$ cat config.mk
export PLATFORM = sky130hd
export DESIGN_NAME = alufu_pipe
export DESIGN_NICKNAME = d
export VERILOG_FILES = /design/src/rtl/alufu_pipe.sv
export SDC_FILE = /design/constraint.sdc
export NUM_CORES = 1
export LEC_CHECK = 0
export ABC_AREA = 1
export ABC_CLOCK_PERIOD_IN_PS = 5250
export CAP_MARGIN = 5
export CORE_ASPECT_RATIO = 1.25
export CORE_MARGIN = 4
export CORE_UTILIZATION = 35
export DETAILED_ROUTE_END_ITERATION = 6
export MAX_ROUTING_LAYER = met4
export PLACE_DENSITY = 0.58
export SYNTH_ARGS = -nofsm -noshare
export SYNTH_HDL_FRONTEND = slang
export SYNTH_SLANG_ARGS = --single-unit
$ cat constraint.sdc
create_clock -name clk -period 5.25 [get_ports clk]
set_input_delay 0.525 -clock clk [delete_from_list [all_inputs] [get_ports clk]]
set_output_delay 0.525 -clock clk [all_outputs]
set_load 0.03 [all_outputs]
$ cat src/rtl/alufu_pipe.sv
// alufu_pipe: pipelined ALU functional unit with an in-order output queue.
// A single-cycle op sampled at issue edge S enters the queue at S; a multiply
// passes through MUL_STAGES registers and enters the queue MUL_STAGES edges later.
// Each queue head is offered to the CDB and to the ROB independently and pops
// once both have taken it.
// Build option: define ALUFU_PIPE_MUL_EN to build the multiplier for opcode D;
// otherwise opcode D is a single-cycle op returning 0.
module alufu_pipe #(
  parameter int WIDTH      = 8,
  parameter int ROBID_W    = 4,
  parameter int META_W     = 8,
  parameter int QDEPTH     = 4,
  parameter int MUL_STAGES = 2
) (
  input  logic                    clk,
  input  logic                    rst,
  input  logic                    input_transmit,
  input  logic [WIDTH-1:0]        operand,
  input  logic [1:0][WIDTH-1:0]   depvals,
  input  logic [META_W-1:0]       wbs,
  input  logic [META_W-1:0]       flags,
  input  logic [ROBID_W-1:0]      robid,
  input  logic                    cdb_transmit,
  output logic                    cdb_transmit_out,
  output logic [ROBID_W-1:0]      cdb_id,
  output logic [WIDTH-1:0]        cdb_val,
  input  logic                    rob_transmit,
  output logic                    rob_transmit_out,
  output logic [ROBID_W-1:0]      robid_out,
  output logic [META_W-1:0]       flags_out,
  output logic [META_W-1:0]       wbs_out,
  output logic [WIDTH-1:0]        value_out,
  output logic                    busy
);

  localparam int SH_W  = $clog2(WIDTH);
  localparam int PTR_W = (QDEPTH > 1) ? $clog2(QDEPTH) : 1;
  localparam int CNT_W = $clog2(QDEPTH + 1);

  typedef struct packed {
    logic [ROBID_W-1:0] id;
    logic [META_W-1:0]  wbs;
    logic [META_W-1:0]  flags;
    logic [WIDTH-1:0]   val;
  } entry_t;

  function automatic logic [PTR_W-1:0] ptr_inc(input logic [PTR_W-1:0] p);
    return (p == PTR_W'(QDEPTH - 1)) ? '0 : p + 1'b1;
  endfunction

  logic             accept;
  logic [WIDTH-1:0] op_a, op_b;
  logic [3:0]       opc;
  logic [SH_W-1:0]  sh;
  logic [WIDTH-1:0] alu_res;
  logic             is_mul;
  logic             alu_wr;
  entry_t           alu_entry;

  logic             mul_wr;
  entry_t           mul_entry;

  entry_t           q_mem [QDEPTH];
  logic [PTR_W-1:0] rd_ptr, wr_ptr, alu_ptr;
  logic [CNT_W-1:0] q_cnt, credit;
  logic             cdb_done, rob_done;
  logic             head_v, cdb_hs, rob_hs, pop;
  entry_t           head;

  // Credit covers queued entries plus multiplies still in flight, so a
  // completion always finds a free slot.
  assign busy   = (credit >= CNT_W'(QDEPTH));
  assign accept = input_transmit && !busy;

  // Operand selection and single-cycle result.
  always_comb begin
    op_a = depvals[0];
    if (flags[2]) begin
      op_b = operand;
      opc  = flags[3] ? 4'h0 : 4'h4;
    end else begin
      op_b = depvals[1];
      opc  = operand[3:0];
    end
    sh      = op_b[SH_W-1:0];
    alu_res = '0;
    case (opc)
      4'h0: alu_res = op_a + op_b;
      4'h1: alu_res = op_a - op_b;
      4'h2: alu_res = op_a & op_b;
      4'h3: alu_res = op_a | op_b;
      4'h4: alu_res = op_a ^ op_b;
      4'h5: alu_res = ~(op_a | op_b);
      4'h6: alu_res = ~(op_a & op_b);
      4'h7: alu_res = ~(op_a ^ op_b);
      4'h8: alu_res = op_a << sh;
      4'h9: alu_res = op_a >> sh;
      4'hA: alu_res = WIDTH'($signed(op_a) >>> sh);
      4'hB: alu_res = {{(WIDTH-1){1'b0}}, ($signed(op_a) < $signed(op_b))};
      4'hC: alu_res = {{(WIDTH-1){1'b0}}, (op_a < op_b)};
      default: alu_res = '0;
    endcase
`ifdef ALUFU_PIPE_MUL_EN
    is_mul = (opc == 4'hD);
`else
    is_mul = 1'b0;
`endif
    alu_wr    = accept && !is_mul;
    alu_entry = '{id: robid, wbs: wbs, flags: flags, val: alu_res};
  end

`ifdef ALUFU_PIPE_MUL_EN
  entry_t                mul_q [MUL_STAGES];
  logic [MUL_STAGES-1:0] mul_v;
  logic [WIDTH-1:0]      mul_prod;

  assign mul_prod  = op_a * op_b;
  assign mul_wr    = mul_v[MUL_STAGES-1];
  assign mul_entry = mul_q[MUL_STAGES-1];

  // Multiply pipeline: valid bits are reset, payload just follows along.
  always_ff @(posedge clk) begin
    if (rst) begin
      mul_v <= '0;
    end else begin
      mul_v[0] <= accept && is_mul;
      for (int i = 1; i < MUL_STAGES; i++) mul_v[i] <= mul_v[i-1];
    end
    mul_q[0] <= '{id: robid, wbs: wbs, flags: flags, val: mul_prod};
    for (int i = 1; i < MUL_STAGES; i++) mul_q[i] <= mul_q[i-1];
  end
`else
  assign mul_wr    = 1'b0;
  assign mul_entry = '0;
`endif

  // Head handshakes; a grant without a request does nothing.
  always_comb begin
    head_v           = (q_cnt != '0);
    head             = q_mem[rd_ptr];
    cdb_transmit_out = head_v && !cdb_done;
    rob_transmit_out = head_v && !rob_done;
    cdb_hs           = cdb_transmit_out && cdb_transmit;
    rob_hs           = rob_transmit_out && rob_transmit;
    pop              = head_v && (cdb_done || cdb_hs) && (rob_done || rob_hs);
    alu_ptr          = mul_wr ? ptr_inc(wr_ptr) : wr_ptr;
  end

  // Data outputs are forced to zero while the queue is empty.
  always_comb begin
    cdb_id    = head_v ? head.id    : '0;
    cdb_val   = head_v ? head.val   : '0;
    robid_out = head_v ? head.id    : '0;
    flags_out = head_v ? head.flags : '0;
    wbs_out   = head_v ? head.wbs   : '0;
    value_out = head_v ? head.val   : '0;
  end

  // Queue storage: a completing multiply takes the first slot, the
  // single-cycle result the one after it.
  always_ff @(posedge clk) begin
    if (mul_wr) q_mem[wr_ptr]  <= mul_entry;
    if (alu_wr) q_mem[alu_ptr] <= alu_entry;
  end

  // Pointers, occupancy, credit and per-head done bits.
  always_ff @(posedge clk) begin
    if (rst) begin
      rd_ptr   <= '0;
      wr_ptr   <= '0;
      q_cnt    <= '0;
      credit   <= '0;
      cdb_done <= 1'b0;
      rob_done <= 1'b0;
    end else begin
      if (mul_wr && alu_wr)      wr_ptr <= ptr_inc(ptr_inc(wr_ptr));
      else if (mul_wr || alu_wr) wr_ptr <= ptr_inc(wr_ptr);
      if (pop) rd_ptr <= ptr_inc(rd_ptr);
      q_cnt  <= q_cnt + CNT_W'(mul_wr) + CNT_W'(alu_wr) - CNT_W'(pop);
      credit <= credit + CNT_W'(accept) - CNT_W'(pop);
      if (pop) begin
        cdb_done <= 1'b0;
        rob_done <= 1'b0;
      end else begin
        cdb_done <= cdb_done || cdb_hs;
        rob_done <= rob_done || rob_hs;
      end
    end
  end

endmodule

# Word level (Yosys, flattened, before mapping)
# Memories as Yosys holds them, arrays and structs flattened. A register that Yosys moved wholly into a read port is not among the register bits.
# Cells that the tools add are included.
[totals]
ramBits = 112
out_inout_bits = 43
latch_bits = 0
romBits = 0
wordCells = 70
n_memories = 1
reg_bits = 12
inputBits = 49
[classes]
n_eq_ne = 14
multipliers = 0
n_bitwise = 6
n_addsub = 8
n_reduce_logical = 15
shifts = 3
magnitude_cmp = 3
n_mux = 14
div = 0
[memory_table]
columns = ["name", "depth", "width", "rd", "rd_ports_with_merged_regs", "wr", "line_no", "text"]
rows = [
  ["q_mem", 4, 28, 1, 1, 1, "63", "entry_t q_mem [QDEPTH];"],
]
[op_table]
columns = ["cell", "count"]
rows = [
  ["8-bit one-hot mux with 13 select lines", 1],
  ["8-bit two-way mux", 4],
  ["8-bit NOT", 3],
  ["4-bit equality test (second input constant)", 5],
  ["4-bit by 3-bit equality test with 1-bit output (second input constant)", 4],
  ["8-bit less-than comparator", 2],
  ["8-bit adder", 1],
  ["8-bit bitwise AND", 1],
  ["4-bit by 2-bit equality test with 1-bit output (second input constant)", 2],
  ["2-bit two-way mux", 4],
  ["4-bit two-way mux", 2],
  ["8-bit OR", 1],
  ["8-bit by 3-bit << shifter with 8-bit output", 1],
  ["8-bit by 3-bit right shift with 8-bit output", 1],
  ["8-bit by 3-bit >>> shifter with 8-bit output", 1],
  ["8-bit subtractor", 1],
  ["8-bit XOR", 1],
  ["1-bit logical AND", 7],
  ["3-bit by 1-bit adder with 3-bit output", 2],
  ["3-bit by 1-bit subtractor with 3-bit output", 2],
  ["2-bit by 1-bit adder with 2-bit output (second input constant)", 2],
  ["2-bit equality test (second input constant)", 2],
  ["4-bit by 1-bit equality test with 1-bit output (second input constant)", 1],
  ["4-bit zero test", 1],
  ["7 further kinds", 11],
]

# Logic depth before layout (Yosys ltp)
# Gate-level depths: netlist of the first run.
[depth]
depth_word = 8
mapped_depth = 17
mapped_depth_nobuf = 15

# Worst setup path before layout of the first run
# No wires, ideal clock.
[synth_path]
path_kind = "input -> register"
from = "input port flags[2]"
to = "memory q_mem[0][7] (netlist bit) (data pin)"
slack_ns = 2.601
n_path_buf = 3
path_stages = 14
arrival_time_ns = 2.372
required_ns = 4.972
setup_time_ns = 0.278
cell_sequence = "buf_6 inv_4 buf_6 or2_2 o21ai_0 inv_1 ha_1 clkbuf_1 inv_1 a21oi_1 o21a_1 nand3_1 nand3_1 nand3_1"
[synth_between]
elab_chain_cells = 4
word_cells_on_any_way = 27
classes_between = "add/sub (2); eq/ne (12); shift (3); mux (3); bitwise (6); reduce/logical (1)"
[synth_rtl]
columns = ["item", "line_no", "text"]
rows = [
  ["from (decl)", "21", "input logic [META_W-1:0] flags,"],
  ["parallel branches: the longest is 3 deep, another holds 8-bit subtractor", "-", ""],
  ["8-bit one-hot mux with 13 select lines *", "87", "case (opc)"],
  ["named net alu_res[7]", "55", "logic [WIDTH-1:0] alu_res;"],
  ["to (decl)", "63", ""],
]
# Mark *: on every way through the listed nets, which the timed path passes.

==> results of run 1 <==
[cells by family after synthesis]
family          share of synthesized area
compound gates                      0.105
simple gates                        0.249
buf+inv                            0.0834
fa+ha+maj                          0.0683
xor+xnor                          0.00237
flops                               0.493
[Yosys cell counts (2+ instances only)]
| cell type | n | share of area |
|---|---|---|
| a21oi_1 | 49 | 0.033 |
| buf_1 | 6 | 0.0030 |
| buf_2 | 5 | 0.0034 |
| buf_4 | 14 | 0.014 |
| buf_6 | 4 | 0.0061 |
| clkbuf_1 | 15 | 0.0076 |
| dfxtp_1 | 14 | 0.038 |
| edfxtp_1 | 112 | 0.45 |
| fa_1 | 4 | 0.011 |
| ha_1 | 34 | 0.058 |
| inv_1 | 89 | 0.045 |
| inv_2 | 6 | 0.0030 |
| nand2_1 | 164 | 0.083 |
| nand2_2 | 4 | 0.0034 |
| nand3_1 | 61 | 0.041 |
| nand4_1 | 12 | 0.010 |
| nor2_1 | 167 | 0.085 |
| nor2_2 | 6 | 0.0051 |
| nor2_4 | 4 | 0.0061 |
| nor3_1 | 7 | 0.0047 |
| o21ai_0 | 85 | 0.058 |
| o21ai_1 | 2 | 0.0014 |
| o21ai_2 | 2 | 0.0024 |
| o21ai_4 | 2 | 0.0044 |
| o22ai_1 | 2 | 0.0017 |
| or2_2 | 5 | 0.0042 |
| xor2_1 | 2 | 0.0024 |
[critical path, stage by stage, from the launching register on]
cell             delay (ns)
dfxtp_1                0.30
buf_4                  0.36
inv_2                  0.36
nor2_1                 0.19
o21ai_0                0.09
a21oi_1                0.35
clkdlybuf4s50_1        0.75
[sequential cells by signal, summed over array words and instances (netlist names), named ones only]
name,cells
q_cnt,3
credit,3
alu_ptr,2
rob_done,1
cdb_done,1
rd_ptr,2
q_mem,112
[power groups by stage]
stage	logic, mW	clock network (mW)	registers (mW)
floorplan	1.12	0	1.28
global placement	1.68	0	1.28
detailed placement	1.69	0	1.28
CTS	1.70	1.16	1.26
global route	1.82	1.20	1.27
finish	1.67	1.13	1.26
[routing by layer]
layer | part of all wire | up-vias
met1 | 0.42 | 2888
met2 | 0.50 | 235
met5 | 0 | -
li1 | - | 3087
met4 | 0.025 | 0
met3 | 0.050 | 40
[layout make-up]
class,instances,area [um^2]
timing repair buffer,101,986
multi-input combinational,622,3150
inverter,96,363
clock buffer,17,425
clock inverter,15,161
sequential,126,3640
tap,274,343
fill,2047,11700
[cell usage in the layout, fill, tap and decap left out, types with 3 or more instances in the layout]
cell             count
nor2_4               4
fa_1                 4
clkbuf_16           17
dfxtp_1             13
inv_6                3
clkdlybuf4s50_1     91
nand2_1            164
clkinv_2             3
nand2_2              4
nor3_1               6
nor2_1             163
nand4_1             12
inv_1               89
inv_2                6
nor2_2              10
edfxtp_1           112
nand3_1             61
or2_2                5
ha_1                34
buf_4               10
clkinv_4             3
clkinvlp_4           3
o21ai_0             85
a21oi_1             49
[how the worst max path moves through the flow]
stage	from	to	slack [ns]
after detailed placement	flags[2]	q_mem[1][4]$_DFFE_PP_	1.64
after global placement	flags[2]	q_mem[0][0]$_DFFE_PP_	1.67
final	flip-flop	value_out[0]	1.89
after floorplan	flags[2]	q_mem[0][7]$_DFFE_PP_	2.60
after global routing	flip-flop	value_out[0]	1.72
after CTS	flip-flop	value_out[0]	1.82
[per-stage QoR]
stage / worst slack [ns] / power, mW / area, um^2 / utilization / hold WS, ns
after global placement: 1.67 / 2.96 / 8490 / 0.408 / 0.495
after global routing: 1.72 / 4.30 / 9070 / 0.436 / 0.540
final: 1.89 / 4.07 / 9070 / 0.436 / 0.525
after detailed placement: 1.64 / 2.97 / 8490 / 0.408 / 0.501
after CTS: 1.82 / 4.12 / 9070 / 0.436 / 0.529
after floorplan: 2.60 / 2.39 / 7400 / - / 0.481
==> flow_metrics.tcl, run 1 <==
set metrics [dict create \
    outcome "complete, no violations" \
    fp.dieArea_um2 23500 \
    fp.coreArea_um2 20800 \
    gp_congestion 0.957 \
    vias 6250 \
    drive_gt1_frac 0.0809 \
    start_kind "flip-flop" \
    grt_pass1_vias 5885 \
    gr-total-overflow 0 \
    met3_usage 0.0271 \
    use_met1 0.205 \
    grt_use_met2 0.290 \
    n_antenna_cell 0 \
    relSlewSlack 0.443 \
    ir_worst_vdd_mv 0.275 \
    p_switching_mw 1.55 \
    hold_depth 2 \
    first_iter_violations 432 \
    worst_hold_path_type "reg2reg" \
    htreeDepth 4 \
    ctsLongestPathBuffers 2 \
    worst-r2r-cell-count 11 \
    start_util 0.355 \
    worstMarginPinSlew_ns 0.834 \
    cp.arrival_ns 2.84 \
    ys_seq_area_frac 0.493 \
    syn_inst 888 \
    async_reset_ff_frac 0 \
    power_leakage_nw 3.66 \
    p_int_mw 2.52 \
    dr.pass1.iters 6 \
    rsz0062_at_grt "no" \
    grt_start_max_net_pins 57 \
    finalMaxSlewViolations 0 \
    swShare 0.381 \
    finalCriticalPeriod_ns 3.36 \
    antenna_found_initial 0 \
    critical_path_required_ns 4.72 \
    power_frac_seq 0.311 \
    wirelength_um 19600 \
    ys_ff_latch 126 \
    critPathMaxFanout 29 \
    p_comb_frac 0.411 \
    avgSynthCellArea_um2 8.33 \
    io_pins 92 \
    hold_end "alu_ptr[1]$_SDFFE_PP0P_" \
    layout.nets 1051 \
    skew_ns 0.00463 \
    powerDensity_nw_per_um2 448 \
    place_hpwl_um 13800 \
    clock-sinks 126 \
    grt_pass1_wl_um 31000 \
    portBuffers 91 \
    grt.total_usage 0.170 \
    dp_cells 1219 \
    clkLatencyLatePin_ns 0.41 \
    synth.cell_area_um2 7400 \
    synthDistinctLibCells 38 \
    r2r-start "q_cnt[1]$_SDFF_PP0_" \
    post_cts_resized 0 \
    numCtsBuffers 17 \
    power_frac_clock 0.278 \
    hold_viol 0 \
    drcViolationCount 0 \
    core.rowCount 59 \
    dieHeight_um 171 \
    setup_viol 0 \
    final_antenna_net_count 0 \
    drv_cap 0 \
    detail_route.wl_per_cell_um 15.7 \
    stdcell_count 1251 \
    cts_setup_buffers 0 \
    worstHoldStart "alu_ptr[1]$_SDFFE_PP0P_" \
    cts-root-buf "clkbuf_16" \
    cts_tree "yes" \
    cts_hold_buf 0 \
    mappedNetlistNets 975 \
    reg2reg_slack_ns 2.47 \
    critPathCaptureType "primary output" \
    synthToLayoutAreaGrowth_pct 22.7 \
    reg2reg_to "credit[2]$_SDFF_PP0_" \
    setup-tns-final_ns 0 \
    grt-busiest-layer "met2" \
    synth-main-ff-cell "edfxtp_1" \
    synth_edf_count 112 \
    path_class "reg2out" \
    viasPerCell 5.00 \
    max_freq_ghz 0.298 \
    die_w_um 138 \
    clkTransAtPathRegs_ns 0.05 \
    period_share 0.640 \
    ys_warn_count 0 \
]
Note: power is estimated with default switching activity, not from simulation.
==> run 2: changes to the inputs <==
Settings changed: ABC_CLOCK_PERIOD_IN_PS 5250 to 3070, PLACE_DENSITY 0.58 to 0.6.
Clock period 5.25 ns to 3.07 ns, I/O delays scaled along.
==> flow_metrics.tcl, run 2 (synthesized netlist as in run 1, its figures left out) <==
set metrics [dict create \
    layout_commonest_cell "nand2_1" \
    p_comb_frac 0.425 \
    worst-r2r-cell-count 10 \
    finalMaxSlewViolations 0 \
    antenna_found_initial 0 \
    wirelength_um 19700 \
    outcome "complete, no violations" \
    grt_start_max_net_pins 31 \
    dr.pass1.iters 5 \
    reg_top3 "q_mem x112, credit x3, q_cnt x3" \
    htreeDepth 4 \
    p_int_mw 4.27 \
    dp_slack_ns -0.0335 \
    synthToLayoutAreaGrowth_pct 25.6 \
    critical_path_required_ns 2.76 \
    use_met1 0.193 \
    drcViolationCount 0 \
    grt_use_met2 0.291 \
    ctsLongestPathBuffers 2 \
    worstHoldStart "rd_ptr[0]$_SDFFE_PP0P_" \
    io_pins 92 \
    post_cts_resized 0 \
    worst_hold_path_type "reg2reg" \
    gr-total-overflow 0 \
    critPathMaxFanout 29 \
    largest_register_ffs 112 \
    p_switching_mw 2.63 \
    fp.coreArea_um2 20800 \
    met3_usage 0.0257 \
    relSlewSlack 0.611 \
    hold_depth 2 \
    cp.arrival_ns 2.46 \
    setup_viol 0 \
    grt_pass1_wl_um 30700 \
    cts-root-buf "clkbuf_16" \
    n_antenna_cell 0 \
    first_iter_violations 361 \
    dieHeight_um 171 \
    worstSetupEndpoint "value_out[7]" \
    gp_congestion 0.978 \
    die_w_um 138 \
    ir_worst_vdd_mv 0.562 \
    final_antenna_net_count 0 \
    core.rowCount 59 \
    cts_tree "yes" \
    finalCriticalPeriod_ns 2.77 \
    critPathCaptureType "primary output" \
    r2r-start "q_cnt[1]$_SDFF_PP0_" \
    nFillCells 2066 \
    most-common-layout-cells "164 x nand2_1, 163 x nor2_1, 112 x edfxtp_1" \
    power_leakage_nw 3.81 \
    start_util 0.355 \
    hold_viol 0 \
    layout.nets 1082 \
    period_share 0.902 \
    regArea_um2 3640 \
    cp_slowest_cell "clkdlybuf4s50_1" \
    viasPerCell 4.94 \
    place_hpwl_um 15000 \
    power_frac_clock 0.262 \
    reg2reg_slack_ns 0.54 \
    fin_ws_ns 0.300 \
    powerDensity_nw_per_um2 743 \
    worstMarginPinSlew_ns 0.582 \
    clock-sinks 126 \
    reg2reg_to "credit[2]$_SDFF_PP0_" \
    rsz0062_at_grt "no" \
    path_cells "inv_2, buf_12, o21ai_0, a21oi_1, clkdlybuf4s50_1" \
    grt-busiest-layer "met2" \
    cts_setup_buffers 0 \
    fp.dieArea_um2 23500 \
    fin_util 0.446 \
    portBuffers 91 \
    multi_input_area_um2 3150 \
    numCtsBuffers 17 \
    top_register "q_mem" \
    cts_hold_buf 0 \
    clkTransAtPathRegs_ns 0.05 \
    vias 6328 \
    grt.total_usage 0.169 \
    max_freq_ghz 0.361 \
    start_kind "flip-flop" \
    power_frac_seq 0.313 \
    drive_gt1_frac 0.113 \
    clkLatencyLatePin_ns 0.40 \
    critical_path.max_stage_delay_ns 0.73 \
    detail_route.wl_per_cell_um 15.4 \
    path_class "reg2out" \
    grt_pass1_vias 5921 \
    skew_ns 0.00648 \
    swShare 0.381 \
    drv_cap 0 \
]
[run 2: power groups by stage]
stage	sequential (mW)	combinational, mW	clock (mW)
after global routing	2.18	3.20	1.92
after detailed placement	2.20	2.96	0
after global placement	2.19	2.94	0
after CTS	2.16	2.97	1.85
final	2.16	2.93	1.81
after floorplan	2.19	1.91	0
[run 2: routing by layer]
layer	routed length, um	part of all wire
met5	0	0
met4	771	0.039
met3	901	0.046
met2	9940	0.50
met1	8110	0.41
[run 2: cell type report]
| class | instances | area share |
|---|---|---|
| inverters | 96 | 0.0391 |
| clock inverters | 14 | 0.0132 |
| multi-input cells | 622 | 0.339 |
| clock buffers | 17 | 0.0458 |
| repair buffers | 132 | 0.134 |
| flip-flops and latches | 126 | 0.392 |
| well taps | 274 | 0.0369 |
[run 2: how the worst min path moves through the flow]
stage | to | slack, ns
finish | flip-flop | 0.52
global route | flip-flop | 0.53
CTS | flip-flop | 0.52
detailed placement | rd_ptr[1]$_SDFFE_PP0P_ | 0.51
global placement | flip-flop | 0.51
floorplan | credit[2]$_SDFF_PP0_ | 0.38
[run 2: worst max-delay path, delay by kind of cell, from the launching register on]
kind / cells / cell delay [ns]
buffers and inverters: 3 / 1.32
AO/OA/AOI/OAI: 2 / 0.41
flip-flops: 1 / 0.33
[run 2: through the flow]
step | area (um^2) | TNS (ns) | power (mW) | hold slack, ns | cells
after floorplan | 7400 | 0 | 4.09 | 0.376 | 888
after global placement | 8740 | -0.0730 | 5.13 | 0.506 | 1250
after detailed placement | 8740 | -0.185 | 5.16 | 0.505 | 1250
after CTS | 9290 | 0 | 6.98 | 0.516 | 1281
after global routing | 9290 | 0 | 7.30 | 0.532 | 1281
final | 9290 | 0 | 6.90 | 0.515 | 1281
==> run 3: changes to the inputs <==
Settings changed: CTS_CLUSTER_SIZE set to 24, REMOVE_ABC_BUFFERS set to 1.
==> flow_metrics.tcl, run 3 (synthesized netlist as in run 1, its figures left out) <==
set metrics [dict create \
    cp.arrival_ns 2.56 \
    ir_worst_vdd_mv 0.660 \
    clkLatencyLatePin_ns 0.40 \
    rsz0062_at_grt "no" \
    core.rowCount 59 \
    power_leakage_nw 3.85 \
    die_w_um 138 \
    path_class "reg2out" \
    cp_top_family "buffers and inverters" \
    top_register "q_mem" \
    skew_ns 0.00567 \
    largest_register_ffs 112 \
    portBuffers 91 \
    htreeDepth 4 \
    critPathCaptureType "primary output" \
    first_iter_violations 472 \
    setup_viol 0 \
    grt.total_usage 0.173 \
    cts_tree "yes" \
    grt_start_max_net_pins 30 \
    worst_hold_path_type "reg2reg" \
    crit_top_cell "nor2_1" \
    drcViolationCount 0 \
    hold_viol 0 \
    setup-tns-final_ns 0 \
    numCtsBuffers 17 \
    regArea_um2 3640 \
    nFillCells 2050 \
    drv_cap 0 \
    fin_util 0.445 \
    drive_gt1_frac 0.131 \
    fp.coreArea_um2 20800 \
    finalCriticalPeriod_ns 2.87 \
    detail_route.wl_per_cell_um 15.7 \
    path_cells "buf_4, nor2_1, nor2_1, o21ai_0, a21oi_1, clkdlybuf4s50_1" \
    worstMarginPinSlew_ns 0.595 \
    start_kind "flip-flop" \
    most-common-layout-cells "164 x nand2_1, 163 x nor2_1, 112 x edfxtp_1" \
    grt_pass1_wl_um 31200 \
    stdcell_count 1279 \
    io_pins 92 \
    wirelength_um 20100 \
    cts-root-buf "clkbuf_16" \
    grt_pass1_vias 6100 \
    max_freq_ghz 0.348 \
    critPathMaxFanout 27 \
    cts_hold_buf 0 \
    reg_top3 "q_mem x112, credit x3, q_cnt x3" \
    post_cts_resized 0 \
    clock-sinks 126 \
    layout_commonest_cell "nand2_1" \
    cts_setup_buffers 0 \
    dp_cells 1247 \
    layout.nets 1079 \
    n_antenna_cell 0 \
    viasPerCell 4.90 \
    final_area_um2 9260 \
    place_hpwl_um 14900 \
    gr-total-overflow 0 \
    cp_slowest_cell "dfxtp_2" \
    powerDensity_nw_per_um2 762 \
    period_share 0.935 \
    gp_congestion 0.997 \
    final_antenna_net_count 0 \
    outcome "complete, no violations" \
    ctsLongestPathBuffers 2 \
    finalMaxSlewViolations 0 \
    critPathBufInv 2 \
    dieHeight_um 171 \
    vias 6261 \
    start_util 0.355 \
    clkTransAtPathRegs_ns 0.05 \
    postPlaceCellArea_um2 8650 \
    fp.dieArea_um2 23500 \
    relSlewSlack 0.603 \
    multi_input_area_um2 3150 \
    critical_path.max_stage_delay_ns 0.70 \
    critical_path_required_ns 2.76 \
    dr.pass1.iters 5 \
    antenna_found_initial 0 \
    synthToLayoutAreaGrowth_pct 25.2 \
]
-- run 3: cell count changes in the layout (fill, tap and decap cells not counted) --
cell and change:
clkdlybuf4s50_1 -19, buf_4 +18, clkinvlp_4 -3, buf_12 -2, bufinv_16 +2, clkinv_4 +2
inv_6 +2, clkinv_1 -1, clkinv_2 -1
-- run 3: final cells by class --
type,count,area share
sequential,126,0.394
multi-input combinational,622,0.340
timing repair buffer,129,0.124
clock buffer,17,0.0459
inverter,96,0.0392
tap,274,0.0370
clock inverter,15,0.0201
-- run 3: power breakdown --
group	internal, mW	total [mW]	leakage (nW)	switching (mW)
Sequential	2.10	2.19	1.14	0.0909
Combinational	1.00	2.86	2.41	1.86
Clock	1.29	2.00	0.298	0.719
Total	4.39	7.06	3.85	2.67
-- run 3: stage by stage --
| stage | total power, mW | worst slack [ns] | hold slack, ns |
|---|---|---|---|
| detailed placement | 5.11 | -0.0460 | 0.506 |
| floorplan | 3.91 | -0.849 | 0.376 |
| global placement | 5.08 | 0.0201 | 0.497 |
| global route | 7.44 | 0.0311 | 0.527 |
| CTS | 7.12 | 0.201 | 0.518 |
| finish | 7.06 | 0.200 | 0.518 |
-- run 3: final timing paths --
check	startpoint	slack, ns	end	cells after the start
worst max-delay path	flip-flop	0.20	cdb_id[2]	6
worst min-delay path	rd_ptr[0]$_SDFFE_PP0P_	0.52	flip-flop	2
worst max register to register	q_cnt[1]$_SDFF_PP0_	0.36	credit[2]$_SDFF_PP0_	10
worst min register to register	rd_ptr[0]$_SDFFE_PP0P_	0.52	flip-flop	2
-- run 3: routing by layer --
| metal | up-vias | wire length, um | GRT usage | share of wire |
|---|---|---|---|---|
| li1 | 3143 | - | - | - |
| met1 | 2867 | 7830 | 0.183 | 0.39 |
| met3 | 49 | 937 | 0.0271 | 0.047 |
| met2 | 202 | 10500 | 0.312 | 0.52 |
| met4 | 0 | 858 | 0.0945 | 0.043 |
| met5 | - | 0 | - | 0 |
-- run 3: tightest hold or removal path: stages (launching register included) --
cell and delay (ns):
dfxtp_1 0.32, nor2_1 0.10, nor2_1 0.06
